## config.mk

```make
export PLATFORM = sky130hd
export DESIGN_NAME = hazard_ctrl
export DESIGN_NICKNAME = d
export VERILOG_FILES = /design/src/rtl/hazard_ctrl.sv
export SDC_FILE = /design/constraint.sdc
export NUM_CORES = 1
export LEC_CHECK = 0
export ABC_AREA = 1
export CAP_MARGIN = 5
export CORE_ASPECT_RATIO = 1.2
export CORE_UTILIZATION = 30
export DETAILED_ROUTE_END_ITERATION = 8
export GPL_ROUTABILITY_DRIVEN = 0
export PLACE_DENSITY = 0.62
export SLEW_MARGIN = 10
export SYNTH_ARGS = -nofsm -noshare
export SYNTH_HDL_FRONTEND = slang
export SYNTH_SLANG_ARGS = --single-unit
```

## constraint.sdc

```tcl
create_clock -name clock -period 1.67 [get_ports clock]
set_input_delay 0.334 -clock clock [delete_from_list [all_inputs] [get_ports clock]]
set_output_delay 0.334 -clock clock [all_outputs]
set_load 0.005 [all_outputs]
```

## src/rtl/hazard_ctrl.sv

```systemverilog
// -----------------------------------------------------------------------------
// hazard_ctrl
//
// Hazard controller for the five-stage RV32I pipeline. It keeps a small record
// (valid, rd, reg_we, is_load) for the instructions in execute, memory and
// write-back. Those records drive the execute-stage forwarding selects, the
// load-use bubble and the squash of wrong-path instructions on a taken branch.
// Two wrapping event counters feed the performance CSRs.
//
// Handshake: there is no valid/ready pair here. hold freezes every record and
// both counters. The four control outputs are combinational in the cycle of
// the condition, and the pipeline registers act on them at the next edge.
//
// Ports:
//   clock, reset          core clock; synchronous active-high reset
//   hold                  memory-wait freeze of the whole pipeline
//   d_valid               decode stage holds a real instruction
//   d_rs1/d_rs2/d_rd      decode register indices
//   d_uses_rs1/rs2        decode instruction reads rs1 / rs2
//   d_reg_we, d_is_load   decode instruction writes rd / is a load
//   e_branch_taken        execute-stage branch or jump resolved taken
//   stall_fetch           hold PC and the F/D register
//   stall_decode          hold the D/E inputs
//   bubble_execute        load a NOP into D/E
//   flush_decode          clear F/D to a NOP
//   fwd_rs1_sel/rs2_sel   00 regfile, 01 memory result, 10 write-back result
//   stall_count           load-use bubbles inserted (wraps)
//   flush_count           taken-branch flushes (wraps)
// -----------------------------------------------------------------------------
module hazard_ctrl #(
    parameter int CNT_W = 32
) (
    input  logic             clock,
    input  logic             reset,
    input  logic             hold,
    input  logic             d_valid,
    input  logic [4:0]       d_rs1,
    input  logic [4:0]       d_rs2,
    input  logic [4:0]       d_rd,
    input  logic             d_uses_rs1,
    input  logic             d_uses_rs2,
    input  logic             d_reg_we,
    input  logic             d_is_load,
    input  logic             e_branch_taken,
    output logic             stall_fetch,
    output logic             stall_decode,
    output logic             bubble_execute,
    output logic             flush_decode,
    output logic [1:0]       fwd_rs1_sel,
    output logic [1:0]       fwd_rs2_sel,
    output logic [CNT_W-1:0] stall_count,
    output logic [CNT_W-1:0] flush_count
);

    typedef struct packed {
        logic       valid;
        logic [4:0] rd;
        logic       reg_we;
        logic       is_load;
    } stage_rec_t;

    typedef struct packed {
        stage_rec_t base;
        logic [4:0] rs1;
        logic [4:0] rs2;
        logic       uses_rs1;
        logic       uses_rs2;
    } ex_rec_t;

    // What the pipeline does at the end of this cycle.
    typedef enum logic [1:0] {
        ACT_ADVANCE,
        ACT_HOLD,
        ACT_FLUSH,
        ACT_BUBBLE
    } action_e;

    ex_rec_t          ex_q;
    stage_rec_t       mem_q;
    stage_rec_t       wb_q;
    logic [CNT_W-1:0] stall_cnt_q;
    logic [CNT_W-1:0] flush_cnt_q;

    ex_rec_t          d_rec;
    logic             load_use;
    action_e          action;

    // x0 is hard-wired zero, so a write to it is never a forwarding source.
    function automatic logic is_writer(input stage_rec_t rec, input logic [4:0] idx);
        return rec.valid & rec.reg_we & (rec.rd == idx) & (rec.rd != 5'd0);
    endfunction

    // MEM holds the younger result, so it wins over WB on a double match.
    function automatic logic [1:0] fwd_sel(input logic uses, input logic [4:0] idx,
                                           input stage_rec_t mem, input stage_rec_t wb);
        if (uses && is_writer(mem, idx))     return 2'b01;
        else if (uses && is_writer(wb, idx)) return 2'b10;
        else                                 return 2'b00;
    endfunction

    always_comb begin
        d_rec               = '0;
        d_rec.base.valid    = d_valid;
        d_rec.base.rd       = d_rd;
        d_rec.base.reg_we   = d_reg_we;
        d_rec.base.is_load  = d_is_load;
        d_rec.rs1           = d_rs1;
        d_rec.rs2           = d_rs2;
        d_rec.uses_rs1      = d_uses_rs1;
        d_rec.uses_rs2      = d_uses_rs2;
    end

    assign load_use = d_valid & ex_q.base.valid & ex_q.base.is_load & ex_q.base.reg_we
                    & (ex_q.base.rd != 5'd0)
                    & ((d_uses_rs1 & (d_rs1 == ex_q.base.rd))
                     | (d_uses_rs2 & (d_rs2 == ex_q.base.rd)));

    // Priority: reset, hold, taken branch, load-use. A branch beats load-use
    // because the decode instruction is then on the wrong path anyway.
    always_comb begin
        action         = ACT_ADVANCE;
        stall_fetch    = 1'b0;
        stall_decode   = 1'b0;
        bubble_execute = 1'b0;
        flush_decode   = 1'b0;
        if (reset) begin
            action = ACT_ADVANCE;
        end else if (hold) begin
            action       = ACT_HOLD;
            stall_fetch  = 1'b1;
            stall_decode = 1'b1;
        end else if (e_branch_taken) begin
            action         = ACT_FLUSH;
            bubble_execute = 1'b1;
            flush_decode   = 1'b1;
        end else if (load_use) begin
            action         = ACT_BUBBLE;
            stall_fetch    = 1'b1;
            stall_decode   = 1'b1;
            bubble_execute = 1'b1;
        end
    end

    always_ff @(posedge clock) begin
        if (reset) begin
            ex_q        <= '0;
            mem_q       <= '0;
            wb_q        <= '0;
            stall_cnt_q <= '0;
            flush_cnt_q <= '0;
        end else begin
            unique case (action)
                ACT_HOLD: begin
                    ex_q  <= ex_q;
                    mem_q <= mem_q;
                    wb_q  <= wb_q;
                end
                ACT_FLUSH: begin
                    ex_q        <= '0;
                    mem_q       <= ex_q.base;
                    wb_q        <= mem_q;
                    flush_cnt_q <= flush_cnt_q + CNT_W'(1);
                end
                ACT_BUBBLE: begin
                    ex_q        <= '0;
                    mem_q       <= ex_q.base;
                    wb_q        <= mem_q;
                    stall_cnt_q <= stall_cnt_q + CNT_W'(1);
                end
                default: begin
                    ex_q  <= d_rec;
                    mem_q <= ex_q.base;
                    wb_q  <= mem_q;
                end
            endcase
        end
    end

    assign fwd_rs1_sel = fwd_sel(ex_q.uses_rs1, ex_q.rs1, mem_q, wb_q);
    assign fwd_rs2_sel = fwd_sel(ex_q.uses_rs2, ex_q.rs2, mem_q, wb_q);
    assign stall_count = stall_cnt_q;
    assign flush_count = flush_cnt_q;

endmodule

```

# Word level (Yosys, flattened, before mapping)

Index checks and enable logic that the tools add are counted.

Input bits: 24
Flip-flop bits (word level): 98

Equality and inequality tests: 9
Reductions and logical operators: 8
$add $sub $neg: 2
Multiplexer cells: 19
Bitwise operators: 18

Operators by type and width:

| cell                                                                   | count |
|---|---|
| 32-bit by 1-bit adder with 32-bit output (second input constant)       | 2 |
| 20-bit one-hot mux with 2 select lines                                 | 1 |
| 5-bit equality test                                                    | 6 |
| 1-bit bitwise AND                                                      | 17 |
| 2-bit 2-to-1 mux                                                       | 8 |
| 5-bit nonzero test                                                     | 3 |
| 1-bit 2-to-1 mux                                                       | 10 |
| 2-bit equality test (second input constant)                            | 2 |
| 1-bit logical AND                                                      | 4 |
| 2-bit by 1-bit equality test with 1-bit output (second input constant) | 1 |
| 2-bit OR reduction                                                     | 1 |
| 1-bit OR                                                               | 1 |

# Depth between registers and ports, before layout

Word-level depth: 12
Gate-level depth with buffers: 12

# Worst setup path before layout

Ideal clock, no wire load.

Kind: reg2reg
Start: register stall_cnt_q[0], in the netlist stall_count[0]
End: register stall_cnt_q[20], in the netlist stall_count[20]
Stages on the path, launching flop included: 10
Arrival time: 1492 ps
Period minus slack after synthesis: 1611 ps
Data required time: 1552 ps
Library setup time: 118 ps
Setup slack: 59 ps
Cells stage by stage: dfxtp_1 -> ha_1 -> nand3_2 -> nor2_4 -> nand2_4 -> nor2_4 -> inv_2 -> or2_0 -> nor3_1 -> nor2_1

Cells in the longest elaborated chain, start to end: 1

Ends and longest elaborated chain:

| item                                     | RTL line | source |
|---|---|---|
| start: declaration                       | 81       | `logic [CNT_W-1:0] stall_cnt_q;` |
| start signal: assignment                 | 168      | `stall_cnt_q <= stall_cnt_q + CNT_W'(1);` |
| 32-bit by 1-bit adder with 32-bit output | 168      |  |

No other way between the ends.
A chain may end at the register's enable or synchronous reset.

# Worst setup path in the final report

Start: register mem_q[2] (netlist bit)
End: output port fwd_rs2_sel[1]

Cells in the longest elaborated chain, start to end: 5

Ends and longest elaborated chain:

| item                     | RTL line | source |
|---|---|---|
| start: declaration       | 79       | `stage_rec_t mem_q;` |
| start signal: assignment | 155      | `mem_q <= mem_q;` |
| start signal: assignment | 160      | `mem_q <= ex_q.base;` |
| start signal: assignment | 166      | `mem_q <= ex_q.base;` |
| 5-bit equality test      | 90       | `return rec.valid & rec.reg_we & (rec.rd == idx) & (rec.rd != 5'd0);` |
| 1-bit bitwise AND        | 90       |  |
| 1-bit bitwise AND *      | 90       |  |
| 1-bit logical AND *      | 96       | `if (uses && is_writer(mem, idx)) return 2'b01;` |
| 2-bit 2-to-1 mux *       | 96       |  |
| end: declaration         | 50       | `output logic [1:0] fwd_rs2_sel,` |

Mark *: on every way between the ends. The rest lies on a longest branch, timed or not.

==> qor_table.md <==
| Quantity | Value |
|:---|:---|
| Hold path depth | 3 |
| HP Start | d_rs2[4] |
| Per-cell via count in the routed design | 4.826 |
| Number of global-route vias before repair | 5926 |
| Layout Skew | 5.862 ps |
| Wire length per cell after detailed routing | 14.01 µm |
| Flops & latches, synth | 98 |
| Setup CP Type | reg -> out |
| Final max-slew violation count | 0 |
| Half-perimeter wire length after detailed placement | 12860 µm |
| Yosys synthesis warning count | 0 |
| Length of the first detailed-routing pass in iterations | 4 |
| CTS sink cnt | 98 |
| Post-CTS Hold Buffers | 0 |
| Cells on worst reg2reg path | 12 |
| Power per unit of standard cell area | 599.0 mW/mm² |
| Maximum achievable frequency | 489.1 MHz |
| Number of rows created at floorplan | 54 |
| Level count of the clock H-tree | 3 |
| Share of the synthesized area in the top cell type | 0.3552 |
| Biggest area consumer among synthesized cells | dfxtp_1 |
| TritonCTS clock tree | done |
| ANT cells | 0 |
| Final Cycle Share | 1.224 |
| Fraction of layout cells with a size suffix above 1 | 0.3287 |
| First DRT Iteration DRCs | 409 |
| Synthesized instance count | 826 |
| Sequential-to-total area share from yosys stat | 0.3552 |
| Antenna Violating Nets Remaining | 0 |
| Maximum buffer depth of the clock tree | 2 |
| Sequence of cells on the critical path | buf_6 -> xor2_2 -> nor3_2 -> nand4_1 -> nor4_2 -> buf_4 -> nor2_1 -> buf_2 |
| Hold WC Path Type | in -> reg |
| Data arrival time of the worst path | 1710 ps |
| Overall die width | 125.9 µm |
| Reg-to-reg critical path startpoint | ex_q[16] |
| PnR Total Power | 5.251 mW |
| Buffers added on ports | 95 |
| Maximum fanout along the worst path | 3 |
| Outcome | finished with violations |
| Worst-Margin Slew | 457.7 ps |
| Number of synthesized flops with an enable pin | 0 |
| Violations in the final reports | negative setup slack |
| Worst hold-check slack | 316.1 ps |
| DRC violations left | 0 |
| Final count of negative-setup-slack endpoints | 48 |
| Smallest setup slack after layout | -374.7 ps |
| Global-route wire length before repair | 29310 µm |
| RR Endpoint | stall_count[7] |
| Sum of overflow across all layers after global routing | 0 |
| Most frequent cell after synthesis | nand2_1 |
| RSZ-0062 raised after global routing | yes |
| Core region area | 0.01811 mm² |
| Mapped Nets | 852 |
| Flop-to-flop setup slack | -140 ps |
| Highest-delay cell along the critical path | dfxtp_2 |
| Worst voltage drop across the vdd grid | 0.4306 mV |
| Type of origin of the critical path | register |
| Number of buffers inserted during clock tree synthesis | 9 |
| Overall routed net length | 18100 µm |
| Most area-consuming cells after synthesis | dfxtp_1, nand2_1, inv_1 |
| Data required time of the worst path | 1340 ps |
| Final Hold Vio Count | 0 |
| Vertical die dimension | 150.7 µm |
| Max-cap viol count | 0 |
| Total number of nets in the final design | 1089 |
| Slew margin rel. | 0.6949 |
| Final design utilization | 0.4842 |
| Largest incremental delay on the critical path | 330 ps |
| Most used DFF post-synth | dfxtp_1 |
| Antenna violations before repair | 0 |
| Ranking of synthesized cells by instance count | nand2_1, inv_1, nor2_1 |
| Maximum number of pins on one net before global-route repair | 38 |
| Destination of the worst hold path | ex_q[6] |
| Total die area | 0.01896 mm² |
| Aggregate global-route resource usage | 0.1966 |
| CTS Root Cell | clkbuf_16 |
| Per-instance average area after synthesis | 6.688 µm² |
| Mapped cell area | 0.005524 mm² |
| Min Tclk post-route | 2045 ps |
| I/O pin cnt | 96 |
| Share of flip-flops with an asynchronous set or reset | 0 |
| Vias | 6235 |
| Filler cell count in the final layout | 1780 |
| Initial Utilization | 0.3051 |
| Critical Path End Type | primary output |
| Static leakage | 3.830 nW |
| Clock slew seen by the registers of the worst setup and hold paths | 70 ps |
| Layout-stage area growth over the synthesis result | 58.71% |
| Netlist cell types | 43 |
| Clock latency reported for the late side of the worst-skew pair | 360 ps |
==> layer usage <==
metal / part of all wire / wire [µm] / track usage / vias up
met5: 0 / 0 / 0 / -
met4: 0.037 / 674 / 0.09398 / 0
met3: 0.046 / 832 / 0.03234 / 48
met2: 0.49 / 8842 / 0.3436 / 174
met1: 0.43 / 7749 / 0.2351 / 2852
li1: - / - / - / 3161
==> report_power, final <==
group          leakage [nW]  total [mW]  internal (mW)  switching [mW]
Combinational          2.84       0.484          0.230           0.254
Sequential            0.824        2.38           2.35          0.0241
Clock                 0.164        2.39           1.38            1.01
==> kinds of logic after synthesis <==
family / synth area share
buf+inv: 0.1008
fa+ha+maj: 0.004529
compound gates: 0.1074
simple gates: 0.3925
flops: 0.3552
xor+xnor: 0.03964
==> registers in the layout (all words and copies together), names as in the netlist <==
register	flops
flush_count	32
stall_count	32
ex_q	20
mem_q	7
wb_q	7
==> area by class of cell <==
cell class / instances / area, µm² / area share
Clock buffer: 10 / 239.0 / 0.02726
Clock inverter: 6 / 95.09 / 0.01085
Inverter: 115 / 436.7 / 0.04981
Multi-Input combinational cell: 593 / 3402 / 0.3880
Sequential cell: 98 / 2051 / 0.2339
Tap cell: 224 / 280.3 / 0.03197
Timing Repair Buffer: 246 / 2263 / 0.2582
==> worst max-delay path: cells and delay by family, from the launching register on <==
| family | cells | cell delay (ps) |
|---|---|---|
| xor gates and xnor gates | 1 | 170 |
| and+or+nand+nor | 4 | 470 |
| buffers and inverters | 3 | 390 |
| DFF | 1 | 330 |
==> worst max-delay path by stage <==
stage / start / end / slack [ps] / cells past startpoint
after global placement: d_rs2[1] / stall_fetch / -790 / 10
after floorplan: stall_count[0] / stall_count[20] / 60 / 9
after detailed placement: d_rs2[1] / stall_fetch / -830 / 10
after global routing: mem_q[2] / fwd_rs2_sel[1] / -480 / 8
after CTS: mem_q[2] / fwd_rs2_sel[1] / -540 / 8
final: mem_q[2] / fwd_rs2_sel[1] / -370 / 8
==> stage by stage <==
stage	instance area (µm²)	cells	TNS (ps)	setup slack [ps]
6_report	8767	1292	-5804	-374.7
3_5_place_dp	7581	1244	-43440	-831.3
2_1_floorplan	5524	826	0	59.45
3_3_place_gp	7581	1244	-41440	-794.8
5_1_grt	8767	1292	-10670	-478.1
4_1_cts	8367	1281	-10380	-539.1
==> cells in the final DEF, fill, tap and decap left out, types with 3 or more instances in the layout <==
cell type / n
nand2_1: 195
buf_4: 125
inv_1: 100
nor2_1: 96
clkdlybuf4s50_1: 59
dfxtp_2: 56
nand3_1: 44
dfxtp_1: 37
a21oi_1: 35
o22ai_1: 23
buf_6: 21
nand4_1: 20
nor3_1: 18
xor2_1: 15
dlygate4sd2_1: 14
dlymetal6s2s_1: 14
inv_2: 13
o21ai_0: 13
nand2_2: 11
nor2_4: 10
nor2_2: 9
nand3_2: 9
clkbuf_16: 9
nor3_2: 8
o21ai_1: 8
xnor2_1: 8
o22ai_2: 8
nand2_4: 7
nand3b_1: 7
o21ai_2: 6
a21oi_2: 6
buf_12: 6
nor3_4: 5
dfxtp_4: 5
nand3_4: 4
inv_6: 4
nand4_4: 3
buf_2: 3
==> timing repair <==
action / CTS / global route
pin swaps: 19 / 44
buffers inserted: 19 / 16
cloned: 3 / 1
resized for setup: 142 / 112
setup endpoints to repair: 105 / 107
Note: power is estimated with default switching activity, not from simulation.
==> variant (same flow settings) <==
Put one more register stage on the output `stall_count`, without a reset. The value now appears one clock later. The other outputs are not delayed to match.
--- a/src/rtl/hazard_ctrl.sv
+++ b/src/rtl/hazard_ctrl.sv
@@ -178,7 +178,9 @@
 
     assign fwd_rs1_sel = fwd_sel(ex_q.uses_rs1, ex_q.rs1, mem_q, wb_q);
     assign fwd_rs2_sel = fwd_sel(ex_q.uses_rs2, ex_q.rs2, mem_q, wb_q);
-    assign stall_count = stall_cnt_q;
+    always_ff @(posedge clock) begin
+        stall_count <= stall_cnt_q;
+    end
     assign flush_count = flush_cnt_q;
 
 endmodule
Formal check against the unedited RTL: not equivalent (Yosys sat finds a counterexample within 4 cycles, from zero or initial values and one cycle with reset high).
==> variant against the unedited design <==
- sequential power rose by 32%
- routed wire length rose by 3.9%
- highest routed layer unchanged
- critical endpoint unchanged
- die area rose by 9.4%
- sequential cell count rose by 32
- the run still ends with negative setup slack left
- largest power group unchanged
- final area rose by 11%
- non-clock buffer count fell by 1
- power rose by 45%
- worst setup slack improved by 0.0016 ns
- largest cell class unchanged
- count of clock-buffer cells in the layout rose by 8
- combinational power rose by 3%
- area after synthesis rose by 9.6%
- clock power rose by 66%
==> variant: results (changes against the unedited design) <==
GR Util All Layers: 17.8% (-1.8 points)
Synth-to-Final Area Change: 61.1%
Share of layout cells above drive strength 1: 32.4% (-0.45 points)
Metal1 wirelength: 8.03 mm (+3.6%)
Fin Hold WS: 0.219 ns (-0.0968 ns)
Post-Synth XOR/XNOR Area: 3.76% (-0.20 points)
DP Worst Slack: -0.734 ns (+0.0971 ns)
Syn_nets: 854 (+0.23%)
Slew @ Worst Pin: 0.390 ns (-0.0679 ns)
Hpwl dp: 12.5 mm (-2.9%)
Via Count: 6314 (+1.3%)
Avg Vias per Cell: 4.69 (-2.9%)
First-pass GRT wire length: 29.0 mm (-1.0%)
Final Setup Violations: 37 (-23%)
Routed len/inst: 14.0 µm (-0.32%)
Crit path max fanout: 4 (+1)
Met3 Use GR: 4.00% (+0.77 points)
Reg-to-reg endpoint: stall_cnt_q[14]$_SDFFE_PP0N_
Hold Crit Endpoint: ex_q[2]$_SDFFE_PP0P_
Inst Count DP: 1283 (+3.1%)
Register-to-Register Setup Slack: -0.21 ns (-0.07 ns)
Worst Skew: 0.00792 ns (+0.00206 ns)
Status: finished, violations left
Synth Area in Compound Gates: 9.39% (-1.4 points)
Commonest cells post-synth: nand2_1 (197), dfxtp_1 (130), nor2_1 (106)
Routing usage on met1: 20.5% (-3.0 points)
Initial DRC Count: 434 (+6.1%)
H-tree depth: 4 (+1)
Worst setup margin: -0.373 ns (+0.00163 ns)
Post-Syn Instances: 828 (+0.24%)
Adder and majority gate portion of the synthesized area: 0.413% (-0.040 points)
Critical Path Source: mem_q[5]$_SDFFE_PP0P_
Failing checks: negative setup slack
## variant: changes by cell type after synthesis, sizes merged, moves of 4 or more
cell	unedited run	this run
o21ai	27	19
buf	15	11
dfxtp	98	130
nand2	214	202
a21oi	41	36
inv	115	104
## variant: worst max-delay path, stage by stage (launching register included)
cell	delay, ns
dfxtp_2	0.39
xnor2_2	0.14
nand4_1	0.14
nor4b_2	0.23
buf_4	0.16
buf_6	0.08
nor2_1	0.03
buf_2	0.12
## variant: cells by family after synthesis
family | Yosys count
AOI/OAI and AO/OA | 99
xor gates and xnor gates | 26
adders and majority gates | 2
buffers and inverters | 124
DFF | 130
and+or+nand+nor | 447
## variant: final cells by class
type | instances | area (µm²) | share of cell area (%)
Tap cell | 261 | 327 | 3.35
Clock buffer | 18 | 429 | 4.40
Multi-Input combinational cell | 575 | 3380 | 34.7
Sequential cell | 130 | 2710 | 27.8
Clock inverter | 14 | 189 | 1.94
Timing Repair Buffer | 245 | 2310 | 23.7
Inverter | 104 | 402 | 4.12
## variant: what timing repair did
| item | in CTS | in global routing |
|---|---|---|
| cloned | 3 | 4 |
| pin swaps | 30 | 45 |
| endpoints found under the setup margin | 65 | 89 |
| gates resized for setup | 157 | 109 |
| buffers inserted | 17 | 14 |
## variant: power by group through the flow
| stage | sequential, mW | combinational, mW | clock (mW) |
|---|---|---|---|
| finish | 3.13 | 0.499 | 3.96 |
| global route | 3.13 | 0.534 | 4.20 |
| CTS | 3.14 | 0.448 | 4.01 |
| detailed placement | 3.22 | 0.394 | 0 |
| global placement | 3.22 | 0.392 | 0 |
| floorplan | 3.21 | 0.190 | 0 |
